==> src/rtl/dance_input_pkg.sv <==
// Shared constants for the dance-game key input stage.
// Latency: n/a (constants only).
// Backpressure: n/a.
package dance_input_pkg;

    localparam int NUM_KEYS  = 4;
    localparam int KEY_UP    = 0;
    localparam int KEY_DOWN  = 1;
    localparam int KEY_LEFT  = 2;
    localparam int KEY_RIGHT = 3;

    localparam int CLK_HZ           = 50_000_000;
    localparam int DEBOUNCE_MS      = 20;
    localparam int REPEAT_DELAY_MS  = 500;
    localparam int REPEAT_PERIOD_MS = 200;

    localparam int CYCLES_PER_MS       = CLK_HZ / 1000;
    localparam int DEF_DEBOUNCE_CYCLES = CYCLES_PER_MS * DEBOUNCE_MS;
    localparam int DEF_REPEAT_DELAY    = CYCLES_PER_MS * REPEAT_DELAY_MS;
    localparam int DEF_REPEAT_PERIOD   = CYCLES_PER_MS * REPEAT_PERIOD_MS;

    typedef logic [NUM_KEYS-1:0] key_vec_t;

endpackage

==> src/rtl/key_debounce.sv <==
// One key: 2-flop sync, debounce to a stable level, registered press pulse on 0->1.
// Latency: stable level flips DEBOUNCE_CYCLES+2 edges after the raw key settles.
// Backpressure: none; press is a fire-and-forget one-cycle strobe.
module key_debounce
    import dance_input_pkg::*;
#(
    parameter int DEBOUNCE_CYCLES = DEF_DEBOUNCE_CYCLES
) (
    input  logic clk,
    input  logic rst,
    input  logic key_n,
    output logic level,
    output logic press
);

    localparam int CW = $clog2(DEBOUNCE_CYCLES + 1);

    logic          sync1;
    logic          sync2;
    logic          pressed;
    logic          settled;
    logic [CW-1:0] cnt;

    assign pressed = ~sync2;
    assign settled = (cnt == CW'(DEBOUNCE_CYCLES - 1));

    always_ff @(posedge clk or posedge rst) begin
        if (rst) begin
            sync1 <= 1'b1;
            sync2 <= 1'b1;
            level <= 1'b0;
            press <= 1'b0;
            cnt   <= '0;
        end else begin
            sync1 <= key_n;
            sync2 <= sync1;
            press <= 1'b0;
            // Any return to the stable level restarts the qualification window.
            if (pressed == level) begin
                cnt <= '0;
            end else if (settled) begin
                level <= pressed;
                press <= pressed;
                cnt   <= '0;
            end else begin
                cnt <= cnt + CW'(1);
            end
        end
    end

endmodule

==> src/rtl/button_conditioner.sv <==
// Four active-low keys -> clean one-cycle press pulses, auto-repeat on left/right.
// Latency: press pulse DEBOUNCE_CYCLES+2 edges after key falls; repeats at DELAY then every PERIOD.
// Backpressure: none; pulses are single-cycle strobes, keys are independent.
module button_conditioner
    import dance_input_pkg::*;
#(
    parameter int DEBOUNCE_CYCLES = DEF_DEBOUNCE_CYCLES,
    parameter int REPEAT_DELAY    = DEF_REPEAT_DELAY,
    parameter int REPEAT_PERIOD   = DEF_REPEAT_PERIOD
) (
    input  logic       clk,
    input  logic       rst,
    input  logic [3:0] key_n,
    output logic       btn_up,
    output logic       btn_down,
    output logic       btn_left,
    output logic       btn_right,
    output logic [3:0] btn_level
);

    localparam int RPT_MAX = (REPEAT_DELAY > REPEAT_PERIOD) ? REPEAT_DELAY : REPEAT_PERIOD;
    localparam int RW      = $clog2(RPT_MAX + 1);

    key_vec_t level;
    key_vec_t press;
    key_vec_t rpt;

    for (genvar i = 0; i < NUM_KEYS; i++) begin : g_key
        key_debounce #(
            .DEBOUNCE_CYCLES(DEBOUNCE_CYCLES)
        ) u_deb (
            .clk   (clk),
            .rst   (rst),
            .key_n (key_n[i]),
            .level (level[i]),
            .press (press[i])
        );

        if (i >= KEY_LEFT && REPEAT_DELAY > 0) begin : g_rpt
            logic [RW-1:0] cnt;
            logic          periodic;
            logic          fire;
            logic          rpt_q;

            assign fire = periodic ? (cnt == RW'(REPEAT_PERIOD - 1))
                                   : (cnt == RW'(REPEAT_DELAY - 1));

            always_ff @(posedge clk or posedge rst) begin
                if (rst) begin
                    cnt      <= '0;
                    periodic <= 1'b0;
                    rpt_q    <= 1'b0;
                end else if (!level[i]) begin
                    cnt      <= '0;
                    periodic <= 1'b0;
                    rpt_q    <= 1'b0;
                end else if (fire) begin
                    cnt      <= '0;
                    periodic <= 1'b1;
                    rpt_q    <= 1'b1;
                end else begin
                    cnt   <= cnt + RW'(1);
                    rpt_q <= 1'b0;
                end
            end

            // A repeat landing on the same edge the key debounces released is dropped.
            assign rpt[i] = rpt_q & level[i];
        end else begin : g_norpt
            assign rpt[i] = 1'b0;
        end
    end

    // press and rpt are mutually exclusive: press needs level low before the edge, rpt needs it high.
    assign {btn_right, btn_left, btn_down, btn_up} = press | rpt;
    assign btn_level = level;

endmodule
==> config.mk <==
export PLATFORM = sky130hd
export DESIGN_NAME = button_conditioner
export DESIGN_NICKNAME = d
export VERILOG_FILES = /design/src/rtl/dance_input_pkg.sv /design/src/rtl/key_debounce.sv /design/src/rtl/button_conditioner.sv
export SDC_FILE = /design/constraint.sdc
export NUM_CORES = 1
export LEC_CHECK = 0
export ABC_CLOCK_PERIOD_IN_PS = 5450
export CAP_MARGIN = 25
export CORE_MARGIN = 2
export CORE_UTILIZATION = 45
export DETAILED_ROUTE_END_ITERATION = 16
export GPL_ROUTABILITY_DRIVEN = 0
export HOLD_SLACK_MARGIN = 0.06
export PLACE_DENSITY = 0.75
export SKIP_CTS_REPAIR_TIMING = 1
export SLEW_MARGIN = 20
export SYNTH_ARGS = -nofsm -noshare
export SYNTH_HDL_FRONTEND = slang
export SYNTH_SLANG_ARGS = --single-unit
==> constraint.sdc <==
create_clock -name clk -period 5.45 [get_ports clk]
set_clock_uncertainty 0.2 [all_clocks]
set_input_delay 1.09 -clock clk [delete_from_list [all_inputs] [get_ports clk]]
set_output_delay 1.09 -clock clk [all_outputs]
set_load 0.01 [all_outputs]
==> impl_metrics.json <==
{
  "grt_pass1_wl_um": 25600,
  "ys_seq_elements": 150,
  "pwr-share-comb_pct": 2.2,
  "place_hpwl_um": 9161,
  "vdd_drop_max_mv": 0.2556,
  "swShare_pct": 20.74,
  "synth_flop_cell": "dfrtp_1",
  "internal-power_mw": 1.920,
  "critPathRequiredTime_ns": 4.16,
  "yosysWarnings": 0,
  "synth_edf_count": 0,
  "r2r_cells": 4,
  "synth-async-reset-ratio_pct": 100.0,
  "switchingPower_uw": 502.4,
  "synthCells": 755,
  "start_kind": "flip-flop",
  "initial_core_util_pct": 45.65,
  "die_h_um": 133.2,
  "grt_max_degree": 99,
  "boundaryPins": 14,
  "drtPass1Iterations": 4,
  "power_density_nw_per_um2": 285.8,
  "period_minus_slack_ns": 2.929,
  "end_kind": "output pin",
  "cts_buffers": 17,
  "setup_violations": 0,
  "p_seq_share_pct": 46.9,
  "drc": 0,
  "die_x_um": 133.2,
  "syn_nets": 767,
  "grt_usage_pct": 17.44,
  "grt_pass1_vias": 5543,
  "yosysUniqueCellTypes": 55,
  "worst_pin_slew_ns": 0.9747,
  "htree_levels": 4,
  "wl_um": 14250,
  "grt_overflow_total": 0,
  "routedWlPerCell_um": 14.25,
  "cp_max_fo": 6,
  "via_per_inst": 5.658,
  "cts_tree": "yes",
  "drive_gt1_share_pct": 8.205,
  "timing.critical_path.from": "g_key[2].u_deb.level",
  "r2r-start": "g_key[2].g_rpt.cnt[17]",
  "regToRegSetupSlack_ns": 2.66,
  "root_buffer": "clkbuf_16",
  "hold_start": "g_key[2].u_deb.sync1",
  "drt-initial-drc-count": 402,
  "rsz0062_at_grt": "no",
  "synthesis.area_um2": 7516,
  "rr_endpoint": "g_key[2].g_rpt.cnt[17]",
  "numPortBuffers": 13,
  "p_leak_nw": 3.148,
  "clkSinkCount": 150,
  "num_rows": 47,
  "antenna_found_initial": 0,
  "fin_total_pwr_mw": 2.422,
  "ys_seq_area_share_pct": 50.07,
  "clockBufferDepth": 2,
  "n_antenna_cell": 0,
  "placeableCoreArea_um2": 16470,
  "hold_class": "flip-flop to flip-flop",
  "path_clk_slew_ns": 0.06,
  "fin_tns_setup_ns": 0,
  "status": "finished, final reports clean",
  "worstSkewPairLatency_ns": 0.42,
  "max_cap_viol_count": 0,
  "hold_ws_ns": 0.1548,
  "area_delta_synth_final_pct": 12.79,
  "vias": 5658,
  "arrival_ns": 1.64,
  "nets": 779,
  "worstSetupPathType": "flip-flop to output pin",
  "clkPwrFrac_pct": 50.9,
  "fmax_ghz": 0.3414,
  "hold_viol_final": 0,
  "whs_path_depth": 0,
  "syn-mean-instance-area_um2": 9.955,
  "period_share_pct": 53.75,
  "ant_nets": 0,
  "hold_path_end": "g_key[2].u_deb.sync2",
  "max-slew-margin-rel_pct": 35.02,
  "drv_slew": 0,
  "die-area_um2": 17750
}
state kept, by name, indices dropped and copies added, names as in the netlist:
name                  count
g_key.g_rpt.cnt          50
g_key.g_rpt.rpt_q         2
g_key.u_deb.cnt          80
g_key.u_deb.level         4
g_key.g_rpt.periodic      2
g_key.u_deb.sync2         4
g_key.u_deb.press         4
g_key.u_deb.sync1         4
logic make-up after synthesis:
logic type      share of synthesized area (%)
buf+inv                                 2.847
simple gates                            26.79
compound gates                          9.572
xor+xnor                                9.322
fa+ha+maj                              0.9988
mux                                    0.3995
flops                                   50.07
cell usage in the layout (no fill, tap or decap), types with 22 or more instances in the layout:
| cell | netlist | final |
|---|---|---|
| dfrtp_1 | 142 | 142 |
| nand4_1 | 30 | 30 |
| nor3_1 | 52 | 52 |
| nand3_1 | 37 | 37 |
| o21ai_0 | 23 | 23 |
| inv_1 | 23 | 22 |
| xnor2_1 | 61 | 61 |
| a21oi_1 | 24 | 24 |
| or3_1 | 27 | 27 |
| nand2_1 | 45 | 45 |
| nor2_1 | 66 | 66 |
cell usage after synthesis (all sizes together) (3+ instances only):
cell	instances	area [µm²]
dfrtp	142	3553
nand4b	6	52.55
nor4b	6	52.55
nand3b	5	37.54
buf	10	60.06
a21oi	24	120.1
o21a	3	22.52
o21ai	23	115.1
a211oi	20	160.2
xor2	19	166.4
inv	23	86.33
clkbuf	16	60.06
or4b	3	30.03
xnor2	61	534.3
nand4	32	221.5
nor2	66	247.7
or2	3	18.77
mux2i	3	30.03
nor4	20	125.1
or4	21	157.7
or3	27	168.9
and2	5	31.28
ha	6	75.07
nand2	45	168.9
and4	8	70.07
dfstp	8	210.2
nor3	52	260.3
a31o	5	43.79
nand3	37	185.2
o31ai	18	145.1
and3	16	100.1
cell type report:
type                            instances  area [µm²]
Inverter                               25       98.84
Tap cell                              220       275.3
Multi-Input combinational cell        554        3538
Timing Repair Buffer                   19       175.2
Clock buffer                           20       446.7
Fill cell                            1468        7989
Sequential cell                       150        3764
Clock inverter                         12       178.9
worst max-delay path, cell delays in order (launching register included):
cell             delay (ns)
dfrtp_1                0.46
a21o_1                 0.20
clkdlybuf4s50_1        0.55
metal layers:
metal  GRT usage (%)  vias up  share of wire [%]
li1                -     2802                  -
met5               0        -                  0
met1           23.76     2744                 49
met2           27.63       96                 46
met3           4.566       16                3.6
met4           5.260        0                1.0
worst max-delay path by stage:
stage	cells past startpoint	slack (ns)	end
finish	2	2.52	btn_left
global route	2	2.44	btn_left
CTS	2	2.49	btn_left
detailed placement	3	2.56	g_key[3].u_deb.sync1
global placement	3	2.58	g_key[1].u_deb.sync2
floorplan	1	0.14	g_key[0].u_deb.cnt[0]
through the flow:
step	setup slack [ns]	area, µm²	cells	utilization (%)
finish	2.521	8477	1000	51.48
global route	2.443	8477	1000	51.48
CTS	2.495	8477	1000	51.48
detailed placement	2.564	7851	968	47.68
global placement	2.577	7851	968	47.68
floorplan	0.1368	7516	755	-
power groups by stage:
| stage | combinational [mW] | sequential (mW) | clock (mW) |
|---|---|---|---|
| 3_5_place_dp | 0.0542 | 1.16 | 0 |
| 6_report | 0.0522 | 1.14 | 1.23 |
| 4_1_cts | 0.0546 | 1.14 | 1.26 |
| 2_1_floorplan | 0.0363 | 1.15 | 0 |
| 5_1_grt | 0.0608 | 1.14 | 1.31 |
| 3_3_place_gp | 0.0535 | 1.16 | 0 |
Power figures use the tool's default switching activity.
